## src/rtl/array_26_ctrl_pkg.sv

```systemverilog
// Shared constants and types for the array_26 requester-side controller.
package array_26_ctrl_pkg;

  localparam int ADDR_W = 13;
  localparam int DEPTH  = 8192;
  localparam int DATA_W = 42;
  localparam int GRAN_W = 7;
  localparam int MASK_W = DATA_W / GRAN_W;

  // Controller phase: clearing sweep after reset, then normal traffic.
  typedef enum logic {
    INIT = 1'b0,
    RUN  = 1'b1
  } ctrl_state_e;

  // Which channel wins the next contested cycle.
  typedef enum logic {
    PTR_W = 1'b0,
    PTR_R = 1'b1
  } rr_ptr_e;

  // One cycle's drive of the macro RW port.
  typedef struct packed {
    logic              en;
    logic              wmode;
    logic [MASK_W-1:0] wmask;
    logic [DATA_W-1:0] wdata;
    logic [ADDR_W-1:0] addr;
  } rw_cmd_t;

endpackage

```

## src/rtl/array_26_resp_queue.sv

```systemverilog
// Two-entry FIFO holding read responses that could not be handed straight
// to the consumer. Push and pop may happen in the same cycle.
module array_26_resp_queue
  import array_26_ctrl_pkg::*;
(
  input  logic              clock,
  input  logic              reset,
  input  logic              push,
  input  logic [DATA_W-1:0] push_data,
  input  logic              pop,
  output logic [DATA_W-1:0] head_data,
  output logic [1:0]        count
);

  logic [DATA_W-1:0] mem_q [2];
  logic              wr_ptr_q;
  logic              rd_ptr_q;
  logic [1:0]        count_q;
  logic              push_en;
  logic              pop_en;

  // Ignore pops when empty and pushes when full (unless a pop frees a slot).
  assign pop_en  = pop && (count_q != 2'd0);
  assign push_en = push && ((count_q != 2'd2) || pop_en);

  // Pointer and occupancy bookkeeping.
  // NOTE: sequential state uses non-blocking assignments so every register samples pre-edge values.
  always_ff @(posedge clock) begin
    if (reset) begin
      wr_ptr_q <= 1'b0;
      rd_ptr_q <= 1'b0;
      count_q  <= 2'd0;
    end else begin
      if (push_en) wr_ptr_q <= ~wr_ptr_q;
      if (pop_en)  rd_ptr_q <= ~rd_ptr_q;
      case ({push_en, pop_en})
        2'b10:   count_q <= count_q + 2'd1;
        2'b01:   count_q <= count_q - 2'd1;
        default: count_q <= count_q;
      endcase
    end
  end

  // Entry storage.
  // NOTE: storage words are not reset; count and pointers qualify every read, so stale words are never presented.
  always_ff @(posedge clock) begin
    if (push_en) mem_q[wr_ptr_q] <= push_data;
  end

  assign head_data = mem_q[rd_ptr_q];
  assign count     = count_q;

endmodule

```

## src/rtl/array_26_req_ctrl.sv

```systemverilog
// Requester-side controller for the 8192x42 single-port array macro.
// Clears the array after reset, then arbitrates a write channel and a read
// channel onto the single RW0 port and returns read data in request order.
module array_26_req_ctrl
  import array_26_ctrl_pkg::*;
#(
  parameter bit                INIT_ON_RESET = 1'b1,
  parameter logic [DATA_W-1:0] INIT_VALUE    = '0
) (
  input  logic              clock,
  input  logic              reset,
  input  logic              io_w_valid,
  output logic              io_w_ready,
  input  logic [ADDR_W-1:0] io_w_addr,
  input  logic [DATA_W-1:0] io_w_data,
  input  logic [MASK_W-1:0] io_w_mask,
  input  logic              io_r_req_valid,
  output logic              io_r_req_ready,
  input  logic [ADDR_W-1:0] io_r_req_addr,
  output logic              io_r_resp_valid,
  input  logic              io_r_resp_ready,
  output logic [DATA_W-1:0] io_r_resp_data,
  output logic              io_init_done,
  output logic [ADDR_W-1:0] RW0_addr,
  output logic              RW0_en,
  output logic              RW0_wmode,
  output logic [MASK_W-1:0] RW0_wmask,
  output logic [DATA_W-1:0] RW0_wdata,
  input  logic [DATA_W-1:0] RW0_rdata
);

  localparam logic [ADDR_W-1:0] LAST_ADDR = ADDR_W'(DEPTH - 1);

  ctrl_state_e       state_q, state_d;
  logic [ADDR_W-1:0] cnt_q, cnt_d;
  rr_ptr_e           rr_q, rr_d;
  logic              init_done_q;
  logic              s1_valid_q;

  logic              w_port_req;
  logic              r_port_req;
  logic              w_drop;
  logic              grant_w;
  logic              grant_r;
  rw_cmd_t           cmd;

  logic [1:0]        q_count;
  logic [DATA_W-1:0] q_head;
  logic              q_push;
  logic              q_pop;
  logic [2:0]        inflight;
  logic              read_credit;

  // A read may only issue if its response is guaranteed a slot: the queue
  // occupancy plus the read already in the macro must leave room.
  assign inflight    = {1'b0, q_count} + {2'b00, s1_valid_q};
  assign read_credit = (inflight < 3'd2);

  // Sweep/run sequencing, arbitration and RW0 command selection.
  // NOTE: every signal written here gets a default first, so no path can infer a latch.
  always_comb begin
    state_d    = state_q;
    cnt_d      = cnt_q;
    rr_d       = rr_q;
    grant_w    = 1'b0;
    grant_r    = 1'b0;
    w_drop     = 1'b0;
    cmd        = '0;
    w_port_req = io_w_valid && (io_w_mask != '0);
    r_port_req = io_r_req_valid && read_credit;

    case (state_q)
      INIT: begin
        cmd.en    = 1'b1;
        cmd.wmode = 1'b1;
        cmd.wmask = '1;
        cmd.wdata = INIT_VALUE;
        cmd.addr  = cnt_q;
        cnt_d     = cnt_q + 1'b1;
        if (cnt_q == LAST_ADDR) begin
          state_d = RUN;
          cnt_d   = '0;
        end
      end
      RUN: begin
        // A fully masked write changes nothing, so it is acknowledged
        // without occupying the port.
        w_drop = io_w_valid && (io_w_mask == '0);
        if (w_port_req && r_port_req) begin
          grant_w = (rr_q == PTR_W);
          grant_r = !grant_w;
          rr_d    = grant_w ? PTR_R : PTR_W;
        end else begin
          grant_w = w_port_req;
          grant_r = r_port_req;
        end

        if (grant_w) begin
          cmd.en    = 1'b1;
          cmd.wmode = 1'b1;
          cmd.wmask = io_w_mask;
          cmd.wdata = io_w_data;
          cmd.addr  = io_w_addr;
        end else if (grant_r) begin
          cmd.en    = 1'b1;
          cmd.addr  = io_r_req_addr;
        end
      end
      default: state_d = INIT;
    endcase
  end

  // Read data is only valid for the single cycle after issue; hand it to the
  // consumer directly when nothing older is waiting, otherwise park it.
  always_comb begin
    q_push          = 1'b0;
    q_pop           = 1'b0;
    io_r_resp_valid = 1'b0;
    io_r_resp_data  = '0;
    if (q_count != 2'd0) begin
      io_r_resp_valid = 1'b1;
      io_r_resp_data  = q_head;
      q_pop           = io_r_resp_ready;
      q_push          = s1_valid_q;
    end else if (s1_valid_q) begin
      io_r_resp_valid = 1'b1;
      io_r_resp_data  = RW0_rdata;
      q_push          = !io_r_resp_ready;
    end
  end

  // Control state: phase, sweep address, arbitration pointer, read in flight.
  always_ff @(posedge clock) begin
    if (reset) begin
      state_q     <= INIT_ON_RESET ? INIT : RUN;
      cnt_q       <= '0;
      rr_q        <= PTR_W;
      init_done_q <= 1'b0;
      s1_valid_q  <= 1'b0;
    end else begin
      state_q     <= state_d;
      cnt_q       <= cnt_d;
      rr_q        <= rr_d;
      init_done_q <= (state_d == RUN);
      s1_valid_q  <= grant_r;
    end
  end

  array_26_resp_queue u_resp_queue (
    .clock     (clock),
    .reset     (reset),
    .push      (q_push),
    .push_data (RW0_rdata),
    .pop       (q_pop),
    .head_data (q_head),
    .count     (q_count)
  );

  assign io_w_ready     = grant_w || w_drop;
  assign io_r_req_ready = grant_r;
  assign io_init_done   = init_done_q;

  assign RW0_en    = cmd.en;
  assign RW0_wmode = cmd.wmode;
  assign RW0_wmask = cmd.wmask;
  assign RW0_wdata = cmd.wdata;
  assign RW0_addr  = cmd.addr;

endmodule

```

## config.mk

```make
export PLATFORM = sky130hd
export DESIGN_NAME = array_26_req_ctrl
export DESIGN_NICKNAME = d
export VERILOG_FILES = /design/src/rtl/array_26_ctrl_pkg.sv /design/src/rtl/array_26_resp_queue.sv /design/src/rtl/array_26_req_ctrl.sv
export SDC_FILE = /design/constraint.sdc
export NUM_CORES = 1
export LEC_CHECK = 0
export CAP_MARGIN = 20
export CORE_UTILIZATION = 39
export CTS_BUF_LIST = sky130_fd_sc_hd__clkbuf_4
export CTS_CLUSTER_SIZE = 28
export DETAILED_ROUTE_END_ITERATION = 10
export PLACE_DENSITY = 0.77
export RECOVER_POWER = 50
export SKIP_LAST_GASP = 1
export SYNTH_ARGS = -nofsm -noshare
export SYNTH_HDL_FRONTEND = slang
export SYNTH_SLANG_ARGS = --single-unit
```

## constraint.sdc

```tcl
create_clock -name clock -period 3.12 [get_ports clock]
set_clock_uncertainty 0.05 [all_clocks]
set_input_delay 0.624 -clock clock [delete_from_list [all_inputs] [get_ports clock]]
set_output_delay 0.624 -clock clock [all_outputs]
set_load 0.01 [all_outputs]
```

==> impl_results.md <==
* Cell variety after synth at 43
* Core area at ~13000 sq um
* Yosys warns at 0
* Die Y at 116.2 microns
* Post-layout util at between 60 and 70%
* IO Count at 230
* Number of max-cap violations at 0
* Final worst slack at -0.02464 ns
* CTS root buffer: clkbuf_4
* Sequential fraction of the synthesis area at roughly 58%
* Violated checks: setup timing
* Clk Latency, worst-skew pair at 0.45 ns
* Die ar. at 13490 sq um
* Max-slew headroom at 48.19%
* Commonest non-fill, non-tap cells in the layout: clkdlybuf4s50_1 (115), edfxtp_1 (84), o21ai_0 (49)
* Syn avg cell area at 11.40 sq um
* P&R area growth vs syn at 57.75%
* Overall routing resource usage at between 20% and 30%
* Clk buf depth at 2
* Clock buffer count from CTS at 9
* Vias in the first global route at 4534
* Avg WL per Cell at 17.11 microns
* Total power at 2.501 mW
* Max Freq at about 320 MHz
* CP max FO at 4
* Hold/Removal Path Class: flop to flop
* Async S/R FF share, synth at 0%
* Syn Nets at 568
* Critical setup path kind: primary input to primary output
* Critical path launch point type: primary input
* RD Place Congestion at 0.8009
* Largest net degree at the start of global routing at 85
* Vias per cell at about 5.2
* Port Buffers at 229
* DR iter-0 viols at 204
* Drt total wl at about 15000 microns
* Drc violations at 0
* Worst-Margin Slew at between 0.7 and 0.8 ns
* Worst EP arrival at 2.47 ns
* Final Hold Viols at 0
* Final period util at 100.8%
* Die width at around 120 microns
* Cells after Synth at 446
* First-pass GRT wire length at 22390 microns
* Share of cells above drive strength 1 at 17.02%
* # setup viols final at 6
* Final #Nets at 816
* Hold-fix buffers, CTS at 0
* Seq cells post-synth at between 100 and 150
* Worst setup EP type: primary output
* Leak Pwr at between 2 and 3 nW
* Final Slew Violations at 0
* Worst setup startpoint: io_w_mask[2]
* Most frequent standard cell in the layout excluding fill and tap cells: clkdlybuf4s50_1
* Worst path required time at 2.45 ns
* Row count at 41
* Antenna Nets Post-Route at 0
* RR Startpoint: s1_valid_q$_SDFF_PP0_
* Final min period at roughly 3.1 ns
* EDFF count, synth at 84
* RSZ-0062 raised after global routing: yes
* PD cells at 312.0 nW/um^2
* Peak VDD IR at 161.5 uV
* Starting Density at 40.11%
* Routed via count at 4498
* Drt first pass iters at 4
* Dpl ws at -0.5367 ns
* Htree depth at 3
* Reg clk slew, reported paths at 0.16 ns
* Status: finished, violations left
* Overflow after GRT at 0
* Total clock sinks at ~110
* Post-DP HPWL at roughly 10000 microns
* Top_reg_cell synth: edfxtp_1
* Mapped cell area at just over 5000 sq um
* Hold_sp: rr_q$_SDFFE_PP0P_
* Initial antenna violation count at 1
* CTS tree: done
cell type report:
class | count | area (sq um)
clock inverters | 6 | 91.34
diodes | 1 | 2.502
fillers | 1008 | 4653
clock buffers | 10 | 75.07
flip-flops and latches | 105 | 2945
repair buffers | 268 | 2630
inverters | 11 | 41.29
well taps | 172 | 215.2
multi-input cells | 299 | 2017
report_power, final:
group,total [mW],switching (mW),internal (mW)
logic,0.201,0.0642,0.137
clock network,0.785,0.446,0.338
registers,1.52,0.00483,1.51
flip-flops by register name, summed over array words and instances (netlist names), named ones only:
register               cells
cnt_q                     13
io_init_done               1
rr_q                       1
s1_valid_q                 1
u_resp_queue.count         2
u_resp_queue.mem_q        84
u_resp_queue.rd_ptr_q      1
u_resp_queue.wr_ptr_q      1
worst max-delay path: stages:
cell	delay [ns]
buf_6	0.09
or4_4	0.54
buf_4	0.16
o31ai_2	0.21
o21a_1	0.24
buf_4	0.14
buf_4	0.11
a21oi_1	0.05
dlygate4sd2_1	0.30
synthesized netlist by cell type (2+ instances only):
master    number  share of area, %
a211oi_1       2              0.30
a21oi_1        9              0.89
a221o_1        8               1.6
a221o_2        5               1.1
and2_1        40               4.9
and2_2         2              0.30
and4b_1        2              0.39
buf_1          6              0.44
clkbuf_1      25               1.8
dfxtp_1       21               8.3
edfxtp_1      84                50
inv_1         11              0.81
mux2i_1       43               8.5
nand2_1        7              0.52
nand3_1       46               4.5
nand4_1        4              0.49
nor2_1        23               1.7
nor2b_1       17               2.1
nor3_1         4              0.39
nor4_1         4              0.49
o21a_1         2              0.30
o21ai_0       49               4.8
o31ai_1        2              0.30
or3_1          2              0.25
xnor2_1        8               1.4
xor2_1         3              0.52
cells by family after synthesis:
logic type	count (synthesis)	share of synthesized area (%)
adder cells (fa/ha/maj)	1	0.2461
XOR/XNOR	11	1.896
AO/OA/AOI/OAI	81	10.32
multiplexers	43	8.469
flip-flops	105	57.90
AND/OR/NAND/NOR	161	17.70
buffers and inverters	44	3.471
through the flow:
| step | hold slack, ns | setup TNS [ns] | instances | cell area, sq um |
|---|---|---|---|---|
| 5_1_grt | 0.5256 | -0.5536 | 871 | 8015 |
| 4_1_cts | 0.4799 | -0.9432 | 871 | 8059 |
| 3_5_place_dp | 0.4500 | -31.14 | 833 | 7660 |
| 6_report | 0.4783 | -0.09013 | 872 | 8018 |
| 2_1_floorplan | 0.4172 | -4.779 | 446 | 5082 |
| 3_3_place_gp | 0.4324 | -28.67 | 833 | 7660 |
layer usage:
| layer | wire, microns | track usage [%] | up-vias |
|---|---|---|---|
| met5 | 13 | 0 | - |
| met4 | 398 | 10.00 | 2 |
| met3 | 1102 | 6.279 | 34 |
| met2 | 7341 | 37.10 | 197 |
| met1 | 6062 | 25.92 | 2118 |
| li1 | - | - | 2147 |
worst paths after layout:
check | end | slack [ns] | depth (start not counted)
max | RW0_wmask[5] | -0.02 | 9
min | rr_q$_SDFFE_PP0P_ | 0.48 | 2
max reg2reg | u_resp_queue.mem_q[1][15]$_DFFE_PP_ | 0.88 | 4
min reg2reg | rr_q$_SDFFE_PP0P_ | 0.48 | 2
what timing repair did:
item | 4_1_cts | 5_1_grt
resized for setup | 183 | 38
setup buffers | 13 | 1
endpoints found under the setup margin | 65 | 37
cloned | 9 | 0
pin swaps | 4 | 4
Note: power is estimated with default switching activity, not from simulation.
